$ cat src/rtl/prog_load_ctrl.sv
// Program loader / run supervisor: streams a base address plus program bytes into
// memory, launches the core on a start edge and watches for halt or timeout.
module prog_load_ctrl #(
  parameter int ADDR_W     = 8,
  parameter int DATA_W     = 8,
  parameter int DEPTH      = 256,
  parameter int MAX_CYCLES = 1024
) (
  input  logic              clk,
  input  logic              rst,
  input  logic              clear,
  input  logic              load_valid,
  input  logic [DATA_W-1:0] load_data,
  input  logic              load_last,
  output logic              load_ready,
  input  logic              start,
  output logic              mem_we,
  output logic [ADDR_W-1:0] mem_addr,
  output logic [DATA_W-1:0] mem_wdata,
  output logic              core_init,
  output logic [ADDR_W-1:0] core_pc,
  output logic              core_run,
  input  logic              core_halt,
  output logic              busy,
  output logic              done,
  output logic              err,
  output logic [ADDR_W:0]   byte_count
);

  localparam int BCW   = ADDR_W + 1;
  localparam int CNT_W = $clog2(MAX_CYCLES) + 1;
  localparam logic [BCW-1:0]   DEPTH_C   = BCW'(DEPTH);
  localparam logic [CNT_W-1:0] CNT_LAST  = CNT_W'(MAX_CYCLES - 1);

  typedef enum logic [2:0] {
    S_IDLE   = 3'd0,
    S_LOAD   = 3'd1,
    S_LOADED = 3'd2,
    S_RUN    = 3'd3,
    S_DONE   = 3'd4,
    S_ERR    = 3'd5
  } state_e;

  state_e              state_q;
  logic [ADDR_W-1:0]   base_q, wr_ptr_q, mem_addr_q, core_pc_q;
  logic [DATA_W-1:0]   mem_wdata_q;
  logic [BCW-1:0]      byte_count_q;
  logic [CNT_W-1:0]    cnt_q;
  logic                mem_we_q, core_init_q, core_run_q, done_q, err_q, start_q;
  logic                accept, start_edge;

  assign load_ready = ((state_q == S_IDLE) || (state_q == S_LOAD)) && !clear;
  assign accept     = load_valid && load_ready;
  assign start_edge = start && !start_q;

  always_ff @(posedge clk or negedge rst) begin
    if (!rst) begin
      state_q      <= S_IDLE;
      base_q       <= '0;
      wr_ptr_q     <= '0;
      mem_we_q     <= 1'b0;
      mem_addr_q   <= '0;
      mem_wdata_q  <= '0;
      core_init_q  <= 1'b0;
      core_pc_q    <= '0;
      core_run_q   <= 1'b0;
      done_q       <= 1'b0;
      err_q        <= 1'b0;
      byte_count_q <= '0;
      cnt_q        <= '0;
      start_q      <= 1'b0;
    end else begin
      start_q     <= start;
      mem_we_q    <= 1'b0;
      core_init_q <= 1'b0;
      if (clear) begin
        state_q      <= S_IDLE;
        core_run_q   <= 1'b0;
        done_q       <= 1'b0;
        err_q        <= 1'b0;
        byte_count_q <= '0;
      end else begin
        case (state_q)
          S_IDLE: if (accept) begin
            base_q       <= ADDR_W'(load_data);
            wr_ptr_q     <= ADDR_W'(load_data);
            byte_count_q <= '0;
            state_q      <= S_LOAD;
          end
          S_LOAD: if (accept) begin
            // A full buffer rejects the byte outright rather than overwriting.
            if (byte_count_q == DEPTH_C) begin
              state_q <= S_ERR;
              err_q   <= 1'b1;
            end else begin
              mem_we_q     <= 1'b1;
              mem_addr_q   <= wr_ptr_q;
              mem_wdata_q  <= load_data;
              wr_ptr_q     <= wr_ptr_q + ADDR_W'(1);
              byte_count_q <= byte_count_q + BCW'(1);
              if (load_last) state_q <= S_LOADED;
            end
          end
          S_LOADED, S_DONE: if (start_edge) begin
            state_q     <= S_RUN;
            core_init_q <= 1'b1;
            core_pc_q   <= base_q;
            core_run_q  <= 1'b1;
            done_q      <= 1'b0;
            cnt_q       <= '0;
          end
          S_RUN: begin
            // Halt is tested first so it wins over a coincident timeout.
            if (core_halt) begin
              state_q    <= S_DONE;
              core_run_q <= 1'b0;
              done_q     <= 1'b1;
            end else if (cnt_q == CNT_LAST) begin
              state_q    <= S_ERR;
              core_run_q <= 1'b0;
              err_q      <= 1'b1;
            end else begin
              cnt_q <= cnt_q + CNT_W'(1);
            end
          end
          S_ERR: ;
          default: state_q <= S_IDLE;
        endcase
      end
    end
  end

  assign busy       = (state_q == S_LOAD) || (state_q == S_RUN);
  assign mem_we     = mem_we_q;
  assign mem_addr   = mem_addr_q;
  assign mem_wdata  = mem_wdata_q;
  assign core_init  = core_init_q;
  assign core_pc    = core_pc_q;
  assign core_run   = core_run_q;
  assign done       = done_q;
  assign err        = err_q;
  assign byte_count = byte_count_q;

endmodule

$ cat config.mk
export PLATFORM = sky130hd
export DESIGN_NAME = prog_load_ctrl
export DESIGN_NICKNAME = d
export VERILOG_FILES = /design/src/rtl/prog_load_ctrl.sv
export SDC_FILE = /design/constraint.sdc
export NUM_CORES = 1
export LEC_CHECK = 0
export CORE_ASPECT_RATIO = 0.5
export CORE_MARGIN = 1.5
export CORE_UTILIZATION = 34
export CTS_BUF_LIST = sky130_fd_sc_hd__clkbuf_8
export CTS_CLUSTER_SIZE = 20
export DETAILED_ROUTE_END_ITERATION = 12
export PLACE_DENSITY = 0.61
export SYNTH_ARGS = -nofsm -noshare
export SYNTH_HDL_FRONTEND = slang
export SYNTH_SLANG_ARGS = --single-unit
$ cat constraint.sdc
create_clock -name clk -period 3.03 [get_ports clk]
set_clock_uncertainty 0.2 [all_clocks]
set_input_delay 0.4545 -clock clk [delete_from_list [all_inputs] [get_ports clk]]
set_output_delay 0.4545 -clock clk [all_outputs]
set_load 0.01 [all_outputs]
; ---- Yosys cells after proc, flatten, opt, wreduce, memory -nomap -nowiden
; Index checks and enable logic that the tools add are counted.
[word_totals]
regBits = 69
out_inout_bits = 40
latch_bits = 0
inputBits = 15
ram_bits = 0
n_memories = 0
romBits = 0
[op_classes]
n_addsub = 3
n_bitwise = 2
n_eq_ne = 24
n_reduce_logical = 24
shifts = 0
n_lt_le_gt_ge = 0
muxes = 44
multipliers = 0
n_div = 0
[op_table]
columns = operator, n
row1 = 2-to-1 mux 9 bit, 4
row2 = 2-to-1 mux 11 bit, 3
row3 = 2-to-1 mux 3 bit, 8
row4 = 2-to-1 mux 8 bit, 3
row5 = case mux 11 bit (2 select lines), 1
row6 = "!= test 3 bit, second input constant", 7
row7 = 2-to-1 mux 1 bit, 19
row8 = case mux 9 bit (2 select lines), 1
row9 = case mux 8 bit (2 select lines), 1
row10 = case mux 3 bit (5 select lines), 1
row11 = AND reduction 5 bit, 3
row12 = "!= test 2 bit, second input constant", 7
row13 = AND reduction 3 bit, 4
row14 = "adder 11 x 1 -> 11 bit, second input constant", 1
row15 = "== test 11 x 10 -> 1 bit, second input constant", 1
row16 = "adder 9 x 1 -> 9 bit, second input constant", 1
row17 = "== test 9 bit, second input constant", 1
row18 = nonzero test 3 bit, 3
row19 = "adder 8 x 1 -> 8 bit, second input constant", 1
row20 = AND reduction 4 bit, 2
row21 = "== test 3 x 2 -> 1 bit, second input constant", 2
row22 = "== test 3 bit, second input constant", 2
row23 = case mux 1 bit (2 select lines), 3
row24 = AND reduction 6 bit, 1
row25 = other kinds (11), 17

; ---- Longest topological paths before layout
[depth]
depth_word = 7
ltp_mapped = 8
ltp_nobuf = 7

; ---- Worst setup path before layout
; No wires, ideal clock.
[synth_path]
path_kind = flip-flop to flip-flop
from = register byte_count_q[3] (netlist: byte_count[3])
to = register mem_addr_q[1] (netlist: mem_addr[1])
path_slack_ns = 0.858
period_less_slack_ns = 2.172
setup_time_ns = 0.125
arrival_ns = 1.848
n_path_buf = 2
path_stages_with_launch = 6
cell_sequence = dfrtp_1 > clkbuf_1 > nor4b_1 > a2111o_1 > buf_6 > mux2_2
[synth_between]
elab_chain_cells = 3
[synth_rtl]
columns = element, line
row1 = "start, declared", 47  ; logic [BCW-1:0] byte_count_q;
row2 = "start signal, assigned", 100  ; byte_count_q <= byte_count_q + BCW'(1);
row3 = == test 9 bit, 92  ; if (byte_count_q == DEPTH_C) begin
row4 = NOT 1 bit (no line), --
row5 = AND reduction 4 bit (no line), --
row6 = "end signal, assigned", 97  ; mem_addr_q <= wr_ptr_q;
row7 = "end, declared", 45  ; logic [ADDR_W-1:0] base_q, wr_ptr_q, mem_addr_q, core_pc_q;
; No other way between the ends.
; A chain may end at the register's enable or synchronous reset.

; ---- Worst setup path in the final report
[layout_path]
from = register state_q[2]
to = output busy
[layout_between]
elab_chain_cells = 2
[layout_rtl]
columns = element, line
row1 = "start, declared", 44  ; state_e state_q;
row2 = "start signal, assigned", 58  ; state_q <= S_IDLE;
row3 = "start signal, assigned", 77  ; state_q <= S_IDLE;
row4 = "start signal, assigned", 88  ; state_q <= S_LOAD;
row5 = == test 3 x 1 -> 1 bit / == test 3 x 2 -> 1 bit (equally long branches), 133  ; assign busy = (state_q == S_LOAD) || (state_q == S_RUN);
row6 = logical OR 1 bit *, 133
row7 = "end, declared", 24  ; output logic busy,
; Every way passes the cells marked *; elsewhere a longest branch is shown, timed or not.

==> out/qor.yml <==
pwr:
  powerDensity_nw_per_um2: 845
  irDropWorstVdd_uv: 271
  p_leak_nw: 1.83
clock_tree:
  cts_resized: 0
  cts_tree: "built"
  post-cts-setup-buffers: 0
  insertion_delay_ns: 0.36
  htree_levels: 3
  hold_buffers: 0
  clockBufferDepth: 2
  ctsRootBufferMaster: "clkbuf_8"
  clk_pin_slew_ns: 0.08
  numCtsBuffers: 9
  cts_sinks: 69
route:
  avgViaCountPerCell: 5.02
  vias: 2673
  antenna_left: 0
  first_pass_iters: 4
  wirelength_um: 7730
  drtIter0Drc: 238
  drcViolationCount: 0
  avgRoutedWirePerCell_um: 14.5
yosys:
  yosys_warnings: 0
  synth_fp_nets: 352
  async_reset_ff_frac: 1.00
  avgSynthCellArea_um2: 10.1
  synth_cell_types: 50
  synth_top_cell_area_share: 0.513
  synthTopCellsByCount: "dfrtp_1, nand2_1, mux2_2"
  syn_area_um2: 3370
  yosys-top-cells-area: "dfrtp_1, mux2_2, nand2_1"
  ys_seq_elements: 69
  synthCells: 333
  yosys.area.top_type: "dfrtp_1"
  synth-edff-count: 0
  synth_flop_cell: "dfrtp_1"
  synth_seq_area_share: 0.513
  yosysMostFrequentCell: "dfrtp_1"
final_layout:
  nNetsFinal: 412
  multi_input_area_um2: 1510
  n_antenna_cell: 0
  areaGrowthSynthToFinish_pct: 27.4
  seq_area_um2: 1730
  utilization: 0.450
  drive_gt1_frac: 0.144
  fin_cells: 532
  fill_cells: 934
grt:
  grt_pass1_vias: 2518
  grt_max_degree: 70
  track_usage: 0.164
  grt-ovfl-total: 0
  antenna_found_initial: 0
  grt_pass1_wl_um: 13000
die:
  fp-row-count: 25
  core-area_um2: 9540
  io_pins: 55
  initial_core_util: 0.353
  die_h_um: 73.4
  die_area_um2: 10500
  die_w_um: 144
timing:
  worst_pin_slew_ns: 0.892
  setup_viol: 0
  hold_viol: 0
  max_freq_mhz: 394
  drv_slew: 0
  slew_headroom: 0.405
  period_needed_ns: 2.54
  tns_ns: 0
  fin_crit_sh: 0.837
  rsz0062_at_grt: "false"
  setup_ws_ns: 0.494
worst_setup_path:
  worst_path_max_delay_cell: "clkdlybuf4s50_1"
  worst_ep_required_time_ns: 2.38
  r2r_slack_ns: 0.61
  path_delay_family: "buffers and inverters"
  r2r_cells: 5
  r2r-start: "state_q[1]"
  critPathCaptureType: "output pin"
  max_stage_delay_ns: 0.54
  setup.worst_path.start_class: "flip-flop"
  critPathKind: "reg -> out"
  path_buf_inv: 2
  r2r_end: "state_q[2]"
  crit_chain: "or2b_1, inv_1, clkdlybuf4s50_1"
  critPathMaxFanout: 13
  cp_data_arrival_time_ns: 1.88
placed_design:
  place.gp.congestion: 0.802
  dpl.hpwl_um: 5350
  place_ws_ns: 0.307
  dp_cells: 517
  numPortBuffers: 54
run:
  drv_cap: 0
worst_hold_path:
  hold_path.class: "in -> async"
outcome:
  status: "complete, no violations"
## report_power, final
group / total [mW] / internal [mW] / switching (mW) / leakage, nW
logic: 1.31 / 0.719 / 0.588 / 0.850
registers: 1.47 / 1.22 / 0.250 / 0.874
clock network: 0.847 / 0.484 / 0.363 / 0.109
total: 3.62 / 2.42 / 1.20 / 1.83
## metal layers
| layer | routed length, um | vias to the layer above | GRT usage | part of all wire |
|---|---|---|---|---|
| met5 | 0 | - | 0 | 0 |
| met4 | 150 | 0 | 0.0748 | 0.019 |
| met3 | 358 | 12 | 0.0495 | 0.046 |
| met2 | 3360 | 55 | 0.234 | 0.43 |
| met1 | 3870 | 1299 | 0.229 | 0.50 |
| li1 | - | 1307 | - | - |
## worst max-delay path by stage
stage,from,end,slack (ns),cells after the start
6_report,state_q[2],busy,0.49,3
5_1_grt,state_q[2],busy,0.37,3
4_1_cts,state_q[2],busy,0.46,3
3_5_place_dp,load_valid,wr_ptr_q[0],0.31,6
3_3_place_gp,load_valid,wr_ptr_q[0],0.34,6
2_1_floorplan,byte_count[3],mem_addr[1],0.86,5
## state kept, by name (all words and copies together), names as in the netlist
register	count
base_q	8
byte_count	9
cnt_q	11
core_init	1
core_pc	8
core_run	1
done	1
err	1
mem_addr	8
mem_wdata	8
mem_we	1
start_q	1
state_q	3
wr_ptr_q	8
## cell families after synthesis
group,share of synthesized area
DFF,0.513
and+or+nand+nor,0.187
muxes,0.0888
adders and majority gates,0.0149
AOI/OAI and AO/OA,0.146
buffers and inverters,0.0405
xor gates and xnor gates,0.0104
## placed cells by master, fill, tap and decap left out, drive strengths merged, types with 4 or more instances in the layout
master and n:
and3 4, nand2 48, a31oi 5, clkdlybuf4s50 53, xnor2 4, nor2 20
dfrtp 69, or3 5, a21o 4, clkbuf 10, nand2b 6, nor3 10
ha 4, o22ai 6, o21ai 20, nand3 12, buf 11, mux2 25
inv 14, a21oi 16
## metrics by stage
stage	power, mW	area, um^2	hold slack (ns)
final	3.62	4290	0.0884
after detailed placement	2.80	4070	0.250
after global routing	3.87	4290	0.165
after floorplan	2.22	3370	-0.0411
after global placement	2.78	4070	0.245
after CTS	3.67	4290	0.113
## cell type report
cell class,count,area share
flip-flops and latches,69,0.402
well taps,135,0.0394
repair buffers,64,0.142
multi-input cells,235,0.352
inverters,14,0.0122
clock buffers,10,0.0321
clock inverters,5,0.0198
(Power assumes the default switching activity.)
